===== src/rtl/sram_stream_loader.sv =====
// Byte-stream front end for a 32-bit single-port SRAM: loads little-endian byte streams into words, dumps words as bytes.
// Optional running word checksum output is enabled with `define SRAM_LOADER_CSUM_EN.
`timescale 1ns/1ps
module sram_stream_loader #(
    parameter int ADDR_WIDTH = 8
) (
    input  logic                  i_clk,
    input  logic                  i_rst,
    input  logic                  i_start,
    input  logic                  i_mode,
    input  logic [ADDR_WIDTH-1:0] i_base_addr,
    input  logic [ADDR_WIDTH:0]   i_word_count,
    input  logic                  i_in_valid,
    input  logic [7:0]            i_in_byte,
    output logic                  o_in_ready,
    output logic                  o_out_valid,
    output logic [7:0]            o_out_byte,
    input  logic                  i_out_ready,
    output logic [ADDR_WIDTH-1:0] o_mem_addr,
    output logic                  o_mem_write,
    output logic [31:0]           o_mem_wdata,
    input  logic [31:0]           i_mem_rdata,
    output logic                  o_busy,
`ifdef SRAM_LOADER_CSUM_EN
    output logic [31:0]           o_checksum,
`endif
    output logic                  o_done
);

    localparam logic [2:0] IDLE  = 3'd0;
    localparam logic [2:0] LOAD  = 3'd1;
    localparam logic [2:0] WRITE = 3'd2;
    localparam logic [2:0] FETCH = 3'd3;
    localparam logic [2:0] SEND  = 3'd4;
    localparam logic [2:0] DONE  = 3'd5;

    localparam logic [ADDR_WIDTH-1:0] ADDR_ONE = {{(ADDR_WIDTH-1){1'b0}}, 1'b1};
    localparam logic [ADDR_WIDTH:0]   CNT_ONE  = {{ADDR_WIDTH{1'b0}}, 1'b1};

    logic [2:0]            state;
    logic [ADDR_WIDTH-1:0] addr;
    logic [ADDR_WIDTH:0]   remaining;
    logic [1:0]            byte_idx;
    logic [31:0]           word;
    logic                  in_accept;
    logic                  out_accept;
    logic                  last_word;

    assign in_accept  = (state == LOAD) && i_in_valid;
    assign out_accept = (state == SEND) && i_out_ready;
    assign last_word  = (remaining == CNT_ONE);

    always_ff @(posedge i_clk or posedge i_rst) begin
        if (i_rst) begin
            state     <= IDLE;
            addr      <= '0;
            remaining <= '0;
            byte_idx  <= '0;
            word      <= '0;
        end else begin
            case (state)
                IDLE: begin
                    if (i_start) begin
                        addr      <= i_base_addr;
                        remaining <= i_word_count;
                        byte_idx  <= '0;
                        if (i_word_count == '0)
                            state <= DONE;
                        else if (i_mode)
                            state <= FETCH;
                        else
                            state <= LOAD;
                    end
                end
                LOAD: begin
                    if (in_accept) begin
                        word[{byte_idx, 3'b000} +: 8] <= i_in_byte;
                        byte_idx <= byte_idx + 2'd1;
                        if (byte_idx == 2'd3)
                            state <= WRITE;
                    end
                end
                WRITE: begin
                    addr      <= addr + ADDR_ONE;
                    remaining <= remaining - CNT_ONE;
                    state     <= last_word ? DONE : LOAD;
                end
                FETCH: begin
                    word     <= i_mem_rdata;
                    byte_idx <= '0;
                    state    <= SEND;
                end
                SEND: begin
                    // Index only moves on a handshake, so the presented byte holds through stalls.
                    if (out_accept) begin
                        byte_idx <= byte_idx + 2'd1;
                        if (byte_idx == 2'd3) begin
                            addr      <= addr + ADDR_ONE;
                            remaining <= remaining - CNT_ONE;
                            state     <= last_word ? DONE : FETCH;
                        end
                    end
                end
                DONE: begin
                    state <= IDLE;
                end
                default: begin
                    state <= IDLE;
                end
            endcase
        end
    end

`ifdef SRAM_LOADER_CSUM_EN
    logic [31:0] checksum;

    always_ff @(posedge i_clk or posedge i_rst) begin
        if (i_rst)
            checksum <= '0;
        else if (state == IDLE && i_start)
            checksum <= '0;
        else if (state == WRITE)
            checksum <= checksum + word;
        else if (state == FETCH)
            checksum <= checksum + i_mem_rdata;
    end

    assign o_checksum = checksum;
`endif

    always_comb begin
        o_in_ready  = 1'b0;
        o_out_valid = 1'b0;
        o_out_byte  = 8'h00;
        o_mem_addr  = '0;
        o_mem_write = 1'b0;
        o_mem_wdata = 32'h0;
        o_busy      = (state != IDLE);
        o_done      = (state == DONE);
        if (state != IDLE)
            o_mem_addr = addr;
        case (state)
            LOAD: o_in_ready = 1'b1;
            WRITE: begin
                o_mem_write = 1'b1;
                o_mem_wdata = word;
            end
            SEND: begin
                o_out_valid = 1'b1;
                o_out_byte  = word[{byte_idx, 3'b000} +: 8];
            end
            default: ;
        endcase
    end

endmodule


===== config.mk =====
export PLATFORM = sky130hd
export DESIGN_NAME = sram_stream_loader
export DESIGN_NICKNAME = d
export VERILOG_FILES = /design/src/rtl/sram_stream_loader.sv
export SDC_FILE = /design/constraint.sdc
export NUM_CORES = 1
export LEC_CHECK = 0
export BUFFER_PORTS_ARGS = -buffer_cell sky130_fd_sc_hd__buf_2
export CORE_UTILIZATION = 42
export DETAILED_ROUTE_END_ITERATION = 10
export PLACE_DENSITY_LB_ADDON = 0.12
export SYNTH_ARGS = -nofsm -noshare
export SYNTH_HDL_FRONTEND = slang
export SYNTH_SLANG_ARGS = --single-unit

===== constraint.sdc =====
create_clock -name i_clk -period 2.44 [get_ports i_clk]
set_clock_uncertainty 0.1 [all_clocks]
set_input_delay 0.366 -clock i_clk [delete_from_list [all_inputs] [get_ports i_clk]]
set_output_delay 0.366 -clock i_clk [all_outputs]
set_load 0.05 [all_outputs]

Yosys cells after proc, flatten, opt, wreduce, memory -nomap -nowiden

Cells that the tools add are included.

$add $sub $neg: 4
Eq/ne operators: 12
Shifts and indexed selects: 3
Mux-type cells: 31
Reduce and logical (&&, ||, !) cells: 12

Operators by type and width:

| kind                   | count |
|---|---|
| $mux 32                | 2 |
| $pmux 32 s2            | 1 |
| $mux 8                 | 5 |
| $bwmux 32              | 1 |
| $shift 8x7->32 const A | 1 |
| $shiftx 32x6->8        | 1 |
| $shiftx 8x7->32        | 1 |
| $mux 9                 | 3 |
| $pmux 9 s3             | 1 |
| $mux 3                 | 8 |
| $pmux 8 s3             | 1 |
| $pmux 3 s5             | 1 |
| $eq 9x1->1 const B     | 1 |
| $logic_not 9->1        | 1 |
| $sub 9x1->9 const B    | 1 |
| $add 8x1->8 const B    | 1 |
| $mux 2                 | 4 |
| $pmux 2 s4             | 1 |
| $reduce_and 4->1       | 2 |
| $neg 5->7              | 1 |
| $eq 3x2->1 const B     | 2 |
| $eq 3x3->1 const B     | 2 |
| $ne 2x2->1 const B     | 3 |
| $reduce_bool 3->1      | 2 |
| other kinds (11)       | 15 |

Register bits: 54
Bits of input ports: 63
Output and inout bits: 53
Logic and storage cells: 67

Depth between registers and ports, before layout

Depth in word-level cells: 5
Gate-level depth with buffers: 8
Gate-level depth less buffers: 6

Least setup slack after synthesis

Ideal clock, no wire load.

Path type: register to output
Start point: register state[2]
End point: output o_mem_wdata[22]
Arrival: 1.984 ns
Setup slack: -0.010 ns
Cell stages (with the launch flop): 6
Path buffers: 3
Cells stage by stage: dfrtp_1 buf_4 buf_2 nor2_1 clkbuf_1 and2_1

Word-level cells in the longest chain between the ends: 2

Ends and longest elaborated chain:

| what                   | RTL line | source |
|---|---|---|
| from (decl)            | 40       | `logic [2:0] state;` |
| from (signal assigned) | 86       | `state <= last_word ? DONE : LOAD;` |
| from (signal assigned) | 100      | `state <= last_word ? DONE : FETCH;` |
| $eq 3x2->1             | 142      | `case (state)` |
| $mux 32                | 142      |  |
| to (decl)              | 21       | `output logic [31:0] o_mem_wdata,` |

Every way passes these cells.

Worst setup path in the final report

Start point: register state[0]
End point: output o_mem_wdata[28]

Same word-level chain as after synthesis.

==> results.txt <==
The flow ran to the end, and the final reports show no timing, DRC or antenna violations. The global router's overall resource usage is 0.234. TritonCTS built the clock tree. The power density relative to cell area is 1260 mW/mm2. The analysis attributes to cell leakage a power of 2.19 nW. The first-pass GRT wire length came out at 16000 um. The clock buffer count from CTS is 5. The initial utilization of the core area, before any placement, comes to 0.433. The final-report setup violation count is 0. The routed via count came out at 3336. The class of the worst hold path is primary input to flip-flop. The number of buffers between clock root and the deepest sink came out at 2. The share of the yosys chip area belonging to registers is 0.380.

On the critical path, the stage with the largest delay is an instance of dfrtp_1. Among cell families on the critical path, the largest total delay comes from buffers and inverters. The routed design could run at a clock period as short as 2300 ps. For this run, the share of the core covered by cells in the final layout is 0.535. The first-pass detailed-route iteration total is 5. The violation count after the first detailed-route iteration came out at 153. The sum of negative setup slack is 0 ps.

The mean routed wirelength per cell came out at 16.8 um. The half-perimeter wire length after placement is 7250 um. The area share of the leading cell type in the synthesized netlist came out at 0.380.

The clock insertion delay at the later pin of the skew report is 320 ps. The growth of design area from synthesis to finish is 23.5%. Of all cell types, the one taking the most synthesized area is dfrtp_1.

The count of nets after finishing came out at 558. The share of cells above drive strength 1 is 0.333. The antenna diode instance count is 0. Yosys printed 0 warnings. Each instance of the synthesized netlist takes up on average 9.46 um2.

The total of flip-flops plus latches after synthesis came out at 54. The fraction of synthesis flops using an asynchronous set or reset pin came out at 1.00. The number of buffers inserted by port buffering came out at 115. STA classifies the critical path startpoint as a flip-flop. VDD sags by at most 661 uV. STA puts the critical path data arrival time at 1830 ps. The count of max-cap constraint violations is 0. Counting every net in the synthesized netlist gives 446. The slew at the pin closest to its max-slew limit is 786 ps. The number of top-level pins is 116. The vias per cell is 5.62. The worst setup path is captured at an output port. The number of antenna violations at the first check in global routing was 0.

The number of global-route vias before repair was 3169. The highest achievable clock rate is 0.435 GHz. In the synthesized netlist, the number of instances is 376. Summing every instance area after synthesis gives 0.00356 mm2.

For this run, the leading register cell type out of synthesis is dfrtp_1. The sum of overflow across all layers after global routing came out at 0. The core region area is 0.00822 mm2. In the post-synthesis netlist, the biggest area contributors are dfrtp_1 38%, and2_1 5.6%, mux4_2 5.1%.

Traced cell by cell, the critical path runs through nand2b_1 -> nor2_1 -> buf_4 -> and2_1 -> buf_2. Setup repair after global routing left no endpoint under its margin. CTS built an H-tree with a depth of 2.

The total number of placement rows is 33. The total count of hold-check failures in the final report is 0. Dividing the final minimum period by the clock period gives 0.942. The final number of max-transition violations was 0. The slack of the critical path came out at 140 ps. The biggest cell delay along the critical path is 490 ps. The sink count of the clock tree came out at 54. Summed over all layers, the routed wires come to 10000 um. Of all nets on the critical path, the largest fanout is 33. For the worst setup path, the data required time is 1970 ps. The routability-driven placement congestion ratio is 0.815. The largest net degree at the start of global routing is 34. Headroom to the max-slew limit came out at 0.476. The distinct cell type count after synthesis is 55. The worst path buffer plus inverter count is 2. The count of nets left with antenna violations once routing finished came out at 0. The overall die area is 0.00884 mm2.

The clock tree root driver cell is clkbuf_8. The detailed-route DRC error count is 0. The kind of critical path is flip-flop to output port. Across all hold checks on the routed design, the worst slack comes to 186 ps.

After clock tree synthesis, the clock-pin slew on the worst setup and hold paths is 110 ps. The worst slack after detailed placement came out at 260 ps. The width of the chip is 94.0 um. The synthesized design contains 0 enable-type register cells. The die height is 94.0 um.
layout by cell type (no fill, tap or decap), drive strengths merged, types with 8 or more instances in the layout:
master / n
and2: 32
inv: 10
a22o: 18
nor2b: 17
dfrtp: 54
nor2: 10
a22oi: 17
mux4: 8
nor3: 11
nand2: 31
a21oi: 19
a21o: 17
buf: 133
o21ai: 26
tightest hold or removal path, cell delays in order:
cell,delay (ps)
buf_2,80
nand2_1,50
o211ai_1,70
area by class of cell:
class / instances / area [um2]
clock buffer: 5 / 68.8
clock inverter: 3 / 28.8
fill: 790 / 3820
inverter: 9 / 33.8
multi-input combinational: 284 / 2040
sequential: 54 / 1350
tap: 105 / 131
timing repair buffer: 134 / 733
metal layers:
metal  track usage  share of wire  vias up
li1              -              -     1607
met1         0.325           0.46     1605
met2         0.389           0.48      110
met3        0.0235          0.044       14
met4        0.0628          0.012        0
met5             0              0        -
sequential cells by signal, indices dropped and copies added (netlist names):
signal,flops
word,32
remaining,9
addr,8
state,3
byte_idx,2
cells in the mapped netlist, types with 5 or more instances:
cell	n
nor2b_1	17
dfrtp_1	54
a22o_1	18
inv_1	8
nor2_1	9
ha_1	7
a21oi_1	18
a21o_1	17
nor3_1	10
nand2_1	31
a2bb2oi_1	5
and2_1	32
o2bb2ai_1	6
nand3_1	7
mux4_2	8
o21ai_0	23
buf_2	14
clkbuf_1	14
mux2i_1	6
a22oi_1	17
timing repair:
action / CTS / global route
setup endpoints to repair: 1 / 7
hold endpoints to repair: 13 / 0
buffers inserted: 0 / 0
gates cloned: 0 / 0
hold buffers: 1 / 0
pin swaps: 0 / 0
resized for setup: 1 / 1
kinds of logic after synthesis:
group | count (synthesis) | synth area share
AOI/OAI and AO/OA | 121 | 0.236
xor gates and xnor gates | 2 | 0.00493
adders and majority gates | 7 | 0.0246
buffers and inverters | 38 | 0.0461
DFF | 54 | 0.380
muxes | 15 | 0.0707
and+or+nand+nor | 139 | 0.238
through the flow:
| stage | instance area (um2) | power [mW] | cells |
|---|---|---|---|
| 3_5_place_dp | 4280 | 4.97 | 585 |
| 2_1_floorplan | 3560 | 4.15 | 376 |
| 6_report | 4390 | 5.52 | 594 |
| 4_1_cts | 4390 | 5.53 | 594 |
| 5_1_grt | 4390 | 5.93 | 594 |
| 3_3_place_gp | 4280 | 4.92 | 585 |
report_power, final:
| group | switching (mW) | internal, mW | total [mW] | leakage (nW) |
|---|---|---|---|---|
| sequential | 0.369 | 1.27 | 1.64 | 0.679 |
| combinational | 2.04 | 1.28 | 3.32 | 1.46 |
| clock | 0.339 | 0.214 | 0.553 | 0.0502 |
| total | 2.75 | 2.76 | 5.52 | 2.19 |
worst paths after layout:
| path | start | endpoint | slack (ps) | depth (start not counted) |
|---|---|---|---|---|
| worst max-delay path | state[0] | o_mem_wdata[28] | 140 | 5 |
| worst min-delay path | i_mem_rdata[23] | word[23] | 190 | 3 |
| worst max register to register | byte_idx[1] | word[31] | 240 | 5 |
| worst min register to register | word[7] | word[7] | 410 | 2 |
| max in group asynchronous | i_rst | word[30] | 1150 | 4 |
| min in group asynchronous | i_rst | addr[2] | 520 | 3 |
No activity file was read; power rests on OpenSTA's default activity.
